### config.mk
export PLATFORM = sky130hd
export DESIGN_NAME = fifo_rd_streamer
export DESIGN_NICKNAME = d
export VERILOG_FILES = /design/src/rtl/fifo_rd_streamer.sv
export SDC_FILE = /design/constraint.sdc
export NUM_CORES = 1
export LEC_CHECK = 0
export ABC_AREA = 0
export CAP_MARGIN = 20
export CORE_MARGIN = 1
export CORE_UTILIZATION = 63
export CTS_CLUSTER_DIAMETER = 80
export DETAILED_ROUTE_END_ITERATION = 12
export DONT_BUFFER_PORTS = 1
export PLACE_DENSITY = 0.79
export SLEW_MARGIN = 20
export SYNTH_ARGS = -nofsm -noshare
export SYNTH_HDL_FRONTEND = slang
export SYNTH_SLANG_ARGS = --single-unit
### constraint.sdc
create_clock -name rdclk -period 7.9 [get_ports rdclk]
set_input_delay 1.58 -clock rdclk [delete_from_list [all_inputs] [get_ports rdclk]]
set_output_delay 1.58 -clock rdclk [all_outputs]
set_load 0.005 [all_outputs]
### src/rtl/fifo_rd_streamer.sv
// fifo_rd_streamer: read-domain consumer for the async FIFO.
// Pops the FIFO, captures the registered data one cycle later into a
// 3-entry buffer and re-presents it as a valid/ready stream with burst framing.
module fifo_rd_streamer #(
    parameter int unsigned FIFO_WIDTH = 64,
    parameter int unsigned BURST_LEN  = 4,
    parameter int unsigned CNT_WIDTH  = 32
) (
    input  logic                  rdclk,
    input  logic                  rrst_n,
    input  logic                  enable,
    input  logic                  fifo_empty,
    input  logic [FIFO_WIDTH-1:0] fifo_data,
    output logic                  rd_en,
    output logic                  m_valid,
    input  logic                  m_ready,
    output logic [FIFO_WIDTH-1:0] m_data,
    output logic                  m_last,
    output logic                  busy,
    output logic [CNT_WIDTH-1:0]  word_count
);

    localparam int unsigned DEPTH  = 3;
    localparam int unsigned BEAT_W = (BURST_LEN > 1) ? $clog2(BURST_LEN) : 1;

    typedef enum logic [1:0] {
        IDLE  = 2'd0,
        RUN   = 2'd1,
        DRAIN = 2'd2
    } state_t;

    state_t                  state;
    logic [1:0]              occ;
    logic [1:0]              head;
    logic [1:0]              tail;
    logic                    inflight;
    logic                    last_q;
    logic [BEAT_W-1:0]       issue_beat;
    logic [FIFO_WIDTH-1:0]   buf_data [DEPTH];
    logic                    buf_last [DEPTH];

    logic                    issue_ok;
    logic                    beat_last;
    logic                    pop;

    function automatic logic [1:0] ptr_next(input logic [1:0] p);
        return (p == 2'd2) ? 2'd0 : p + 2'd1;
    endfunction

    assign beat_last = (issue_beat == BEAT_W'(BURST_LEN - 1));
    assign issue_ok  = (state == RUN) || ((state == DRAIN) && (issue_beat != '0));
    assign m_valid   = (occ != 2'd0);
    assign m_data    = buf_data[head];
    assign m_last    = buf_last[head];
    assign busy      = (state != IDLE);
    assign pop       = m_valid && m_ready;

    // Pop request: only from registered state and the FIFO flag; the
    // occ+inflight bound keeps room for every word already requested.
    always_comb begin
        rd_en = 1'b0;
        if (rrst_n && issue_ok && !fifo_empty &&
            (({1'b0, occ} + {2'b00, inflight}) < 3'd3)) begin
            rd_en = 1'b1;
        end
    end

    // Run/drain control: a stop request finishes the burst currently being issued.
    always_ff @(posedge rdclk) begin
        if (!rrst_n) begin
            state <= IDLE;
        end else begin
            case (state)
                IDLE:    if (enable) state <= RUN;
                RUN:     if (!enable) state <= DRAIN;
                DRAIN: begin
                    if (enable) begin
                        state <= RUN;
                    end else if ((issue_beat == '0) && !inflight && (occ == 2'd0)) begin
                        state <= IDLE;
                    end
                end
                default: state <= IDLE;
            endcase
        end
    end

    // Issue tagging, capture into the ring buffer, and stream-side pop.
    always_ff @(posedge rdclk) begin
        if (!rrst_n) begin
            occ        <= 2'd0;
            head       <= 2'd0;
            tail       <= 2'd0;
            inflight   <= 1'b0;
            last_q     <= 1'b0;
            issue_beat <= '0;
            word_count <= '0;
            for (int i = 0; i < DEPTH; i++) begin
                buf_data[i] <= '0;
                buf_last[i] <= 1'b0;
            end
        end else begin
            inflight <= rd_en;
            if (rd_en) begin
                last_q     <= beat_last;
                issue_beat <= beat_last ? '0 : issue_beat + BEAT_W'(1);
            end
            if (inflight) begin
                buf_data[tail] <= fifo_data;
                buf_last[tail] <= last_q;
                tail           <= ptr_next(tail);
            end
            if (pop) begin
                head       <= ptr_next(head);
                word_count <= word_count + CNT_WIDTH'(1);
            end
            case ({inflight, pop})
                2'b10:   occ <= occ + 2'd1;
                2'b01:   occ <= occ - 2'd1;
                default: occ <= occ;
            endcase
        end
    end

endmodule

==> results.toml <==
[outcome]
status = "finished, final reports clean"

[logic_synthesis]
synth_area_um2 = 12700
synth_seq_cells = 306
synth_flop_cell = "edfxtp_1"
syn-num-nets = 886
syn_area_per_cell_um2 = 15.7
synthCells = 811
synth_cell_type_count = 40
synth_warnings = 0
yosysTopAreaCell = "edfxtp_1"
synth_top_area_share_pct = 60.5
synthArstFlopShare_pct = 0
synth_edf_count = 257
synth_common_cells = "edfxtp_1, and2_1, mux4_2"
synth.area.top_cells = "edfxtp_1, mux4_2, and2_1"
ys_seq_area_share_pct = 68.2
synth.most_common_cell = "edfxtp_1"

[routing]
firstDrtPassIters = 6
drc = 0
drtIter0Drc = 475
antenna_left = 0
vias_per_cell = 6.10
totalWireLength_mm = 24.2
routed-via-count = 6636
wl_per_cell_um = 22.3

[clock_tree]
cts_tree = "yes"
postCtsSetupBuffers = 0
cts-resized-gates = 0
cts-root-buf = "clkbuf_16"
hold_buffers = 0
cts_buffers = 29
clk_pin_slew_ns = 0.06
htree_levels = 1
cts.sinks = 306
cts_max_path_buffers = 3
clk_latency_ns = 0.53

[pwr]
p_clk_share_pct = 41.7
p_int_mw = 2.68
p_sw_share_pct = 19.6
peakVddDrop_v = 0.000167
p_comb_share_pct = 4.0
leakage_nw = 4.73
power-per-cell-area_nw_per_um2 = 239
power.switching_mw = 0.654
pwr-share-seq_pct = 54.3

[flow_run]
maxCapViolations = 0

[setup_path]
required_ns = 6.32
cp.arrival_ns = 2.61
crit_path_max_fanout = 52
path_cells = "buf_4 > mux4_2"
crit_type = "reg2out"
critPathCaptureType = "output port"
cp_slowest_cell = "buf_4"
crit_path_start_kind = "register"
worst_path_largest_cell_delay_ns = 0.83

[global_routing]
antenna_found_initial = 0
grt_usage_pct = 23.7
grt_pass1_wl_mm = 36.8
grt_max_degree = 68
grt_pass1_vias = 6773
gr-total-overflow = 0

[layout]
layout.nets = 875
area_growth_pct = 9.41
multi_input_area_um2 = 3870
num_antenna_cells = 0
regArea_um2 = 8710
num-fill-cells = 1286
layoutNonFillerInstCount = 1087
utilization_pct = 71.0
drive_gt1_share_pct = 15.0

[floorplanning]
initial_core_util_pct = 64.9
core_um2 = 19700
pin_count = 169
dieArea_um2 = 20800
dieWidth_um = 144
rows = 51
die_height_um = 144

[sta]
final.setup.tns_ns = 0
hold_viol = 0
tightest_slew_ns = 1.03
maxSlewViolCount = 0
rsz0062_at_grt = "no"
setup_viol = 0
holdWs_ns = 0.500
worst_slack_ns = 3.71
relSlewSlack_pct = 31.6
fin_crit_sh_pct = 53.0
finalCriticalPeriod_ns = 4.19
final.setup_skew_ns = 0.0103
timing.fmax_mhz = 239

[place]
dp.cells = 1034
place_ws_ns = 3.96
numPortBuffers = 0
hpwl_mm = 14.9
gp_congestion = 0.809

[worst_hold_path]
hp-class = "reg2reg"
layout make-up:
cell class	count	area share, %
clock buffer	34	5.34
clock inverter	19	1.50
inverter	12	0.323
sequential	306	62.4
timing repair buffer	6	0.323
tap	265	2.38
multi-input combinational	445	27.7
registers in the layout, indices dropped and copies added (netlist names), named ones only:
| name | flops |
|---|---|
| head | 2 |
| issue_beat | 2 |
| word_count | 32 |
| tail | 2 |
| buf_data | 256 |
| buf_last | 4 |
| state | 2 |
| occ | 2 |
| inflight | 1 |
| last_q | 1 |
through the flow:
step	instance area [um2]	total power [mW]
after CTS	13900	3.35
after floorplan	12700	1.95
final	13900	3.33
after global placement	13000	1.97
after global routing	13900	3.42
after detailed placement	13000	1.98
worst paths after layout:
kind	startpoint	endpoint	slack, ns	cells past startpoint
setup / recovery	register	m_data[2]	3.71	2
hold / removal	head[1]$_SDFFE_PN0N_	register	0.50	2
setup reg to reg	tail[1]$_SDFFE_PN0P_	buf_data[3][22]$_DFFE_PP_	5.31	3
hold reg to reg	head[1]$_SDFFE_PN0N_	register	0.50	2
power by group through the flow:
| stage | sequential, mW | combinational (mW) | clock (mW) |
|---|---|---|---|
| finish | 1.81 | 0.134 | 1.39 |
| global route | 1.81 | 0.146 | 1.46 |
| floorplan | 1.84 | 0.114 | 0 |
| CTS | 1.81 | 0.138 | 1.40 |
| global placement | 1.84 | 0.133 | 0 |
| detailed placement | 1.84 | 0.137 | 0 |
cell usage in the layout (no fill, tap or decap), types with 2 or more instances in the layout:
cell,count
edfxtp_1,257
nand4_1,12
and3_1,3
or4_1,10
a21oi_1,25
mux2i_1,5
or2_2,2
nand2b_1,4
o41ai_1,2
nor4_1,2
ha_1,6
clkbuf_16,29
o21ai_4,2
xor2_1,8
bufinv_16,5
nand3_1,10
dfxtp_4,2
o311ai_0,2
dfxtp_1,47
clkinv_2,2
clkbuf_1,5
o31ai_1,10
inv_1,11
nor2_4,3
nand2_1,23
xnor2_1,3
nor2_1,17
o21ai_0,12
buf_4,6
or3_1,10
and2_1,192
clkinv_1,11
nor3_1,2
and4_1,3
mux4_2,65
per-layer routing:
metal	track usage, %	vias to the layer above	share of wire (%)
met5	0	-	0
met4	6.32	0	1.7
met3	6.03	30	8.4
met2	42.4	211	53
met1	28.6	3373	37
li1	-	3022	-
kinds of logic (layout without fill, tap and decap cells):
kind of cell	Yosys count	after routing	synth area share, %
buf+inv	60	71	1.88
simple gates	301	301	14.0
compound gates	57	57	2.62
fa+ha+maj	6	6	0.589
xor+xnor	11	11	0.756
mux	70	70	11.9
flops	306	306	68.2
critical path: cells and delay by family, from the launching register on:
kind / cells / cell delay (ns)
flops: 1 / 0.53
mux: 1 / 0.66
buf+inv: 1 / 0.83
(Power assumes the default switching activity.)
